$ cat src/rtl/bs_pkg.sv
// rtl/bs_pkg.sv - shared types and default sizes for the binary-search block
//
// Purpose: state encoding of the search FSM and the default element/address
// widths used by bs_generic and bs_generic_ctrl.
// Ports: none (package).
package bs_pkg;

  localparam int BS_DATA_W = 8;
  localparam int BS_ADDR_W = 5;

  typedef enum logic [1:0] {
    IDLE  = 2'd0,
    ISSUE = 2'd1,
    CMP   = 2'd2,
    DONE  = 2'd3
  } bs_state_e;

endpackage

$ cat src/rtl/bs_generic_ctrl.sv
// rtl/bs_generic_ctrl.sv - search sequencing FSM (IDLE/ISSUE/CMP/DONE)
//
// Purpose: steps the binary search through address issue and compare cycles,
// and parks in DONE until the requester drops start.
// Ports:
//   clk, reset  - system clock, synchronous active-high reset
//   start_i     - level search request
//   stop_i      - datapath verdict in CMP: search is finished
//   state_o     - current FSM state, decoded by the datapath
//   busy_o      - high in ISSUE and CMP
//   done_o      - high in DONE
module bs_generic_ctrl
  import bs_pkg::*;
(
  input  logic      clk,
  input  logic      reset,
  input  logic      start_i,
  input  logic      stop_i,
  output bs_state_e state_o,
  output logic      busy_o,
  output logic      done_o
);

  bs_state_e state_q;
  bs_state_e state_d;

  always_ff @(posedge clk) begin
    if (reset) begin
      state_q <= IDLE;
    end else begin
      state_q <= state_d;
    end
  end

  always_comb begin
    state_d = state_q;
    case (state_q)
      IDLE:    if (start_i) state_d = ISSUE;
      ISSUE:   state_d = CMP;
      CMP:     state_d = stop_i ? DONE : ISSUE;
      // A held start must not retrigger; only a fresh request in IDLE does.
      DONE:    if (!start_i) state_d = IDLE;
      default: state_d = IDLE;
    endcase
  end

  assign state_o = state_q;
  assign busy_o  = (state_q == ISSUE) || (state_q == CMP);
  assign done_o  = (state_q == DONE);

endmodule

$ cat src/rtl/bs_generic.sv
// rtl/bs_generic.sv - binary search over an external synchronous RAM
//
// Purpose: exact-match or lower-bound search of a non-decreasing RAM image.
// Ports:
//   clk, reset  - system clock, synchronous active-high reset
//   start       - level request, sampled in IDLE
//   lower_bound - 0: exact match, 1: first index with mem >= A
//   A           - search key
//   mem_addr    - registered RAM read address
//   mem_rdata   - RAM data, valid one cycle after mem_addr
//   busy        - search in progress
//   done        - result available
//   found       - result flag
//   result_addr - result index
module bs_generic
  import bs_pkg::*;
#(
  parameter int DATA_W = BS_DATA_W,
  parameter int ADDR_W = BS_ADDR_W
) (
  input  logic              clk,
  input  logic              reset,
  input  logic              start,
  input  logic              lower_bound,
  input  logic [DATA_W-1:0] A,
  output logic [ADDR_W-1:0] mem_addr,
  input  logic [DATA_W-1:0] mem_rdata,
  output logic              busy,
  output logic              done,
  output logic              found,
  output logic [ADDR_W-1:0] result_addr
);

  // Pointers carry one extra bit so lo can step past DEPTH-1 and lo+hi fits.
  localparam logic [ADDR_W:0] PTR_ZERO = '0;
  localparam logic [ADDR_W:0] PTR_ONE  = {{ADDR_W{1'b0}}, 1'b1};
  localparam logic [ADDR_W:0] PTR_MAX  = {1'b0, {ADDR_W{1'b1}}};

  bs_state_e state;
  logic      stop;

  logic [DATA_W-1:0] key_q, key_d;
  logic              mode_q, mode_d;
  logic [ADDR_W:0]   lo_q, lo_d;
  logic [ADDR_W:0]   hi_q, hi_d;
  logic [ADDR_W:0]   mid_q, mid_d;
  logic [ADDR_W:0]   sum_d;
  logic [ADDR_W-1:0] cand_q, cand_d;
  logic              cand_valid_q, cand_valid_d;
  logic              found_q, found_d;
  logic [ADDR_W-1:0] result_q, result_d;
  logic              term;

  bs_generic_ctrl u_ctrl (
    .clk     (clk),
    .reset   (reset),
    .start_i (start),
    .stop_i  (stop),
    .state_o (state),
    .busy_o  (busy),
    .done_o  (done)
  );

  always_comb begin
    key_d        = key_q;
    mode_d       = mode_q;
    lo_d         = lo_q;
    hi_d         = hi_q;
    mid_d        = mid_q;
    cand_d       = cand_q;
    cand_valid_d = cand_valid_q;
    found_d      = found_q;
    result_d     = result_q;
    stop         = 1'b0;
    term         = 1'b0;
    sum_d        = '0;

    case (state)
      IDLE: begin
        if (start) begin
          key_d        = A;
          mode_d       = lower_bound;
          lo_d         = PTR_ZERO;
          hi_d         = PTR_MAX;
          cand_d       = '0;
          cand_valid_d = 1'b0;
          found_d      = 1'b0;
          result_d     = '0;
        end
      end
      CMP: begin
        if (!mode_q && (mem_rdata == key_q)) begin
          found_d  = 1'b1;
          result_d = mid_q[ADDR_W-1:0];
          stop     = 1'b1;
        end else if (mem_rdata < key_q) begin
          lo_d = mid_q + PTR_ONE;
          term = (lo_d > hi_q);
        end else begin
          if (mode_q) begin
            cand_d       = mid_q[ADDR_W-1:0];
            cand_valid_d = 1'b1;
          end
          // Moving down from index 0 would wrap hi; the search is exhausted.
          if (mid_q == PTR_ZERO) begin
            term = 1'b1;
          end else begin
            hi_d = mid_q - PTR_ONE;
            term = (lo_q > hi_d);
          end
        end
        if (term) begin
          stop     = 1'b1;
          found_d  = mode_q & cand_valid_d;
          result_d = (mode_q && cand_valid_d) ? cand_d : '0;
        end
      end
      default: ;
    endcase

    // The probe address is registered on the edge entering ISSUE, so the RAM
    // samples it at the end of ISSUE and returns data during CMP.
    if ((state == IDLE && start) || (state == CMP && !stop)) begin
      sum_d = lo_d + hi_d;
      mid_d = sum_d >> 1;
    end
  end

  always_ff @(posedge clk) begin
    if (reset) begin
      key_q        <= '0;
      mode_q       <= 1'b0;
      lo_q         <= '0;
      hi_q         <= '0;
      mid_q        <= '0;
      cand_q       <= '0;
      cand_valid_q <= 1'b0;
      found_q      <= 1'b0;
      result_q     <= '0;
    end else begin
      key_q        <= key_d;
      mode_q       <= mode_d;
      lo_q         <= lo_d;
      hi_q         <= hi_d;
      mid_q        <= mid_d;
      cand_q       <= cand_d;
      cand_valid_q <= cand_valid_d;
      found_q      <= found_d;
      result_q     <= result_d;
    end
  end

  assign mem_addr    = mid_q[ADDR_W-1:0];
  assign found       = found_q;
  assign result_addr = result_q;

endmodule

$ cat config.mk
export PLATFORM = sky130hd
export DESIGN_NAME = bs_generic
export DESIGN_NICKNAME = d
export VERILOG_FILES = /design/src/rtl/bs_pkg.sv /design/src/rtl/bs_generic_ctrl.sv /design/src/rtl/bs_generic.sv
export SDC_FILE = /design/constraint.sdc
export NUM_CORES = 1
export LEC_CHECK = 0
export ABC_AREA = 1
export CAP_MARGIN = 15
export CORE_UTILIZATION = 53
export DETAILED_ROUTE_END_ITERATION = 12
export GPL_TIMING_DRIVEN = 0
export PLACE_DENSITY_LB_ADDON = 0.3
export SLEW_MARGIN = 20
export SYNTH_ARGS = -nofsm -noshare
export SYNTH_HDL_FRONTEND = slang
export SYNTH_SLANG_ARGS = --single-unit
$ cat constraint.sdc
create_clock -name clk -period 3.03 [get_ports clk]
set_clock_uncertainty 0.05 [all_clocks]
set_input_delay 0.606 -clock clk [delete_from_list [all_inputs] [get_ports clk]]
set_output_delay 0.606 -clock clk [all_outputs]
set_load 0.01 [all_outputs]
==> out/qor.csv, run 1 <==
metric,value,unit
status,"complete, no violations",
syn_to_final_growth,34.2,%
power_frac_seq,0.225,
cts_made_buffers,5,
clkPwrFrac,0.109,
setup-tns-final,0,ns
max_cap_violations,0,
yosysSeqAreaShare,0.284,
ys_ff_latch,40,
p_sw_frac,0.484,
pin_count,33,
diodes,0,
routed_wl,8090,µm
peakVddDrop,0.000487,V
crit_fanout,10,
vias_per_cell,5.40,
drtPass1Iterations,5,
power,3.24,mW
power.density,857,mW/mm²
ant_nets,0,
drtIter0Drc,183,
dp_slack,-0.573,ns
die_width,75.0,µm
finalCriticalPeriod,2.91,ns
min_period_over_period,0.960,
num_rows,26,
grt_setup_unrepaired,true,
first_global_vias,2665,
critPathLaunchType,flop,
p_leak,1.68,nW
place_congestion,0.923,
design_area,0.00379,mm²
nNetsFinal,523,
comb_power_share,0.667,
place_area,0.00323,mm²
htree_levels,2,
yosys_warnings,0,
synth_edf_count,0,
cts_root_buffer,clkbuf_8,
clk_path_buf_depth,2,
die_y,75.0,µm
max_slew_margin,0.629,
syn_inst,403,
layout_common_cells,"nand2_1, inv_1, dfxtp_1, a21oi_1, buf_4",
cts_tree,built,
ys.flop_type,dfxtp_1,
drive_gt1_frac,0.264,
layout_commonest_cell,nand2_1,
drc,0,
grt_max_degree,13,
tightestPinTransition,0.556,ns
worstSetupPathType,flop to flop,
core,0.00511,mm²
rrSetupSlack,0.12,ns
synth.avg_cell_area,7.00,µm²
min_path_type,flop to flop,
critPathCaptureType,flop,
intPower,1.67,mW
grt_usage,0.293,
synth_cell_type_count,41,
routedWlPerCell,14.9,µm
clk_pin_slew,0.08,ns
p_sw,1.57,mW
antenna_found_initial,0,
gr-total-overflow,0,
clkSinkCount,40,
clkLatencyLatePin,0.30,ns
synth_nets,452,
hold_viol_final,0,
grt_pass1_wl,12100,µm
async_flop_share,0,
dieArea,0.00562,mm²
start_util,0.552,
port_buffers,32,
cp.arrival,3.03,ns
fin_ws,0.122,ns
clock.fmax,344,MHz
setup_violations,0,
dp_hpwl,5350,µm
syn_area,0.00282,mm²
worstPathRequired,3.15,ns
maxSlewViolCount,0,
vias,2939,
## path summary, 6_finish.rpt
path | startpoint | to | depth (start not counted)
setup reg to reg | mid_q[0]$_SDFFE_PP0P_ | result_addr[3]$_SDFFE_PP0P_ | 20
hold reg to reg | key_q[4]$_SDFFE_PP0P_ | key_q[4]$_SDFFE_PP0P_ | 2
setup / recovery | mid_q[0]$_SDFFE_PP0P_ | result_addr[3]$_SDFFE_PP0P_ | 20
hold / removal | key_q[4]$_SDFFE_PP0P_ | key_q[4]$_SDFFE_PP0P_ | 2
## cell type report
type | instances | area (µm²)
fill | 400 | 1320
tap | 70 | 87.6
inverter | 68 | 264
multi-input combinational | 284 | 1930
timing repair buffer | 64 | 559
clock buffer | 5 | 68.8
clock inverter | 2 | 12.5
sequential | 40 | 807
buffer | 11 | 62.6
## registers in the layout (all words and copies together), names as in the netlist
name	cells
result_addr	5
key_q	8
found	1
hi_q	6
mode_q	1
u_ctrl.state_o	2
cand_q	5
mid_q	5
lo_q	6
cand_valid_q	1
## Yosys cell counts, drive strengths merged (6+ instances only)
| library cell | count | share of area |
|---|---|---|
| ha | 28 | 0.12 |
| inv | 66 | 0.089 |
| o211ai | 8 | 0.021 |
| buf | 6 | 0.014 |
| o21ai | 33 | 0.060 |
| nor2 | 39 | 0.057 |
| a21oi | 41 | 0.075 |
| nand3 | 18 | 0.051 |
| nand2 | 83 | 0.12 |
| dfxtp | 40 | 0.28 |
## power groups by stage
stage,combinational (mW),sequential [mW],clock (mW)
after floorplan,1.21,0.712,0
after global placement,1.61,0.719,0
after detailed placement,1.65,0.723,0
after CTS,1.87,0.714,0.355
after global routing,2.39,0.739,0.377
final,2.16,0.728,0.352
## what timing repair did
| item | CTS | global route |
|---|---|---|
| pin swaps | 38 | 36 |
| setup endpoints to repair | 9 | 9 |
| hold buffers | 0 | 0 |
| setup buffers | 24 | 8 |
| resized for setup | 32 | 44 |
## cell families after synthesis
kind of cell | after synthesis | share of synthesized area
AO/OA/AOI/OAI | 95 | 0.192
XOR/XNOR | 6 | 0.0186
buffers and inverters | 79 | 0.113
adder cells (fa/ha/maj) | 29 | 0.131
AND/OR/NAND/NOR | 154 | 0.262
flip-flops | 40 | 0.284
## through the flow
stage               utilization  hold slack [ns]  cells
finish                    0.742            0.416    544
global route              0.742            0.435    544
CTS                       0.704            0.418    536
detailed placement        0.632            0.405    505
global placement          0.632            0.396    505
floorplan                     -            0.383    403
## routing by layer
| metal | wire (µm) | up-vias | GRT usage |
|---|---|---|---|
| li1 | - | 1455 | - |
| met1 | 3190 | 1338 | 0.347 |
| met2 | 4050 | 126 | 0.528 |
| met3 | 594 | 20 | 0.0495 |
| met4 | 249 | 0 | 0.113 |
| met5 | 0 | - | 0 |
## critical path: stages, from the launching register on
cell,delay (ns)
dfxtp_4,0.39
inv_4,0.11
ha_2,0.21
nand2_1,0.07
nor2_2,0.11
nand2_2,0.07
inv_1,0.06
nor2_1,0.04
ha_1,0.26
nand2_1,0.08
nor2_2,0.13
o21ai_0,0.11
o211ai_1,0.12
nand2_1,0.09
nand3_1,0.09
nand2_1,0.10
nor2_2,0.17
buf_6,0.15
o21ai_0,0.08
a32oi_1,0.22
nor2_1,0.06
(Power assumes the default switching activity.)
==> run 2, diff against run 1 <==
clock period = 3.6 ns   (was 3.03 ns; I/O delays follow)
==> run 2 against run 1 <==
  * Total power down 29%
  * Core utilization down 9.2 points
  * Critical path type is now input port to flop
  * Largest cell class unchanged
  * Clock power is 16% lower
==> out/qor.csv, run 2 (synthesis gave the netlist of run 1 again) <==
metric,value,unit,change
drc,0,,unchanged
crit_fanout,6,,was 10
ctsHoldBuffers,0,,unchanged
cpPeakStageDelay,0.49,ns,was 0.39 ns
setup_violations,0,,unchanged
start_util,0.552,,unchanged
first_global_vias,2422,,"was 2,665"
die_width,75.0,µm,unchanged
grt_usage,0.265,,was 0.293
cts_tree,built,,unchanged
drtPass1Iterations,5,,unchanged
setup-tns-final,0,ns,unchanged
drtIter0Drc,174,,was 183
intPower,1.17,mW,was 1.67 mW
comb_power_share,0.612,,was 0.667
layout_common_cells,"nand2_1, inv_1, dfxtp_1, a21oi_1, nor2_1",,"was nand2_1, inv_1, dfxtp_1, a21oi_1, buf_4"
maxSlewViolCount,0,,unchanged
peakVddDrop,0.000357,V,was 0.000487 V
place_area,0.00323,mm²,unchanged
syn_to_final_growth,17.5,%,was 34.2%
max_cap_violations,0,,unchanged
layout_commonest_cell,nand2_1,,unchanged
p_sw_frac,0.493,,was 0.484
min_path_type,flop to flop,,unchanged
core,0.00511,mm²,unchanged
power.density,697,mW/mm²,was 857 mW/mm²
die_y,75.0,µm,unchanged
cts_made_buffers,5,,unchanged
finalCriticalPeriod,3.36,ns,
nNetsFinal,491,,was 523
worstSetupPathType,input port to flop,,was flop to flop
clk_pin_slew,0.08,ns,about the same
pin_count,33,,unchanged
cts_resized,0,,was 32
cp_slowest_cell,fa_1,,was dfxtp_4
routed_wl,6980,µm,was 8090 µm
antenna_found_initial,0,,unchanged
dieArea,0.00562,mm²,unchanged
clkLatencyLatePin,0.30,ns,about the same
clkSinkCount,40,,unchanged
path_buf_inv,3,,unchanged
final_cells,512,,was 544
placed_cells,505,,unchanged
status,"complete, no violations",,unchanged
path_cells,clkdlybuf4s50_1 > ha_1 > nand4_1 > clkinv_2 > nand3_4 > nand3_4 > a21oi_1 > o22ai_1 > fa_1 > a21o_1 > o21ai_1 > a21oi_1 > o21ai_0 > nand2_1 > inv_1,,was inv_4 > ha_2 > nand2_1 > nor2_2 > nand2_2 > inv_1 > nor2_1 > ha_1 > nand2_1 > nor2_2 > o21ai_0 > o211ai_1 > nand2_1 > nand3_1 > nand2_1 > nor2_2 > buf_6 > o21ai_0 > a32oi_1 > nor2_1
htree_levels,2,,unchanged
fin_ws,0.240,ns,was 0.122 ns
hold_viol_final,0,,unchanged
cpLargestDelayFamily,compound AO/OA/AOI/OAI gates,,was simple AND/OR/NAND/NOR gates
clk_path_buf_depth,2,,unchanged
port_buffers,32,,unchanged
place_congestion,0.923,,unchanged
cts_root_buffer,clkbuf_8,,unchanged
cp.arrival,3.57,ns,was 3.03 ns
regMostFlops,key_q,,unchanged
clock.fmax,298,MHz,
dp_hpwl,5350,µm,unchanged
critPathLaunchType,input port,,was flop
p_leak,1.51,nW,was 1.68 nW
largest_reg_flops,8,,unchanged
num_rows,26,,unchanged
reg_top3,"key_q (8), hi_q (6), lo_q (6)",,unchanged
ant_nets,0,,unchanged
dp_slack,-0.117,ns,was -0.573 ns
vias,2697,,"was 2,939"
clkPwrFrac,0.127,,was 0.109
vias_per_cell,5.27,,was 5.40
min_period_over_period,0.933,,
power,2.31,mW,was 3.24 mW
post_cts_buffers,0,,was 24
grt_setup_unrepaired,false,,was true
grt_max_degree,13,,unchanged
worstPathRequired,3.81,ns,was 3.15 ns
max_slew_margin,0.616,,was 0.629
drive_gt1_frac,0.111,,was 0.264
tightestPinTransition,0.576,ns,was 0.556 ns
critPathCaptureType,flop,,unchanged
grt_pass1_wl,11000,µm,"was 12,100 µm"
gr-total-overflow,0,,unchanged
routedWlPerCell,13.6,µm,was 14.9 µm
diodes,0,,unchanged
design_area,0.00332,mm²,was 0.00379 mm²
power_frac_seq,0.261,,was 0.225
p_sw,1.14,mW,was 1.57 mW
## run 2: cell types whose count changed in the layout (fill, tap and decap cells not counted), moves of 5 or more
cell             change
buf_4               -29
clkdlybuf4s50_1      +8
nand2_1              +8
nand2_2              -8
ha_1                 +7
o21ai_0              +6
ha_4                 -5
## run 2: through the flow
step | util | hold WS, ns
floorplan | - | 0.383
global placement | 0.632 | 0.396
detailed placement | 0.632 | 0.405
CTS | 0.648 | 0.415
global route | 0.649 | 0.429
finish | 0.649 | 0.410
## run 2: area by class of cell
cell class                 count  area [µm²]
fill                         469        1790
buffer                        11        58.8
tap                           70        87.6
inverter                      68         259
multi-input combinational    284        1710
clock buffer                   5        68.8
clock inverter                 2        12.5
timing repair buffer          32         320
sequential                    40         801
## run 2: worst reg2reg max path, stage by stage (launching register included)
cell,delay (ns)
dfxtp_1,0.50
inv_1,0.22
ha_1,0.27
nand2_1,0.09
nor2_2,0.05
nor2_1,0.13
nor2_1,0.07
ha_1,0.26
nand2_1,0.07
nor2_1,0.14
o21ai_0,0.12
o211ai_1,0.10
nand2_1,0.08
nand3_1,0.08
nand2_1,0.10
nor2_1,0.16
buf_4,0.19
o21ai_0,0.09
a32oi_1,0.24
nor2_1,0.06
## run 2: worst paths after layout
check,cells after the start,startpoint,slack [ns],endpoint
min reg2reg,2,key_q[7]$_SDFFE_PP0P_,0.41,key_q[7]$_SDFFE_PP0P_
min,2,key_q[7]$_SDFFE_PP0P_,0.41,key_q[7]$_SDFFE_PP0P_
max,15,mem_rdata[5],0.24,mid_q[3]$_SDFFE_PP0P_
max reg2reg,19,mid_q[0]$_SDFFE_PP0P_,0.40,result_addr[3]$_SDFFE_PP0P_
## run 2: power groups by stage
stage	combinational [mW]	clock, mW	sequential (mW)
2_1_floorplan	1.02	0	0.600
3_3_place_gp	1.35	0	0.605
3_5_place_dp	1.39	0	0.608
4_1_cts	1.40	0.299	0.599
5_1_grt	1.60	0.317	0.611
6_report	1.42	0.294	0.602
## run 2: per-layer routing
metal / track usage / up-vias / routed length, µm / share of wire
li1: - / 1389 / - / -
met1: 0.331 / 1212 / 3010 / 0.43
met2: 0.458 / 82 / 3270 / 0.47
met5: 0 / - / 0 / 0
met4: 0.0964 / 0 / 150 / 0.022
met3: 0.0442 / 14 / 550 / 0.079
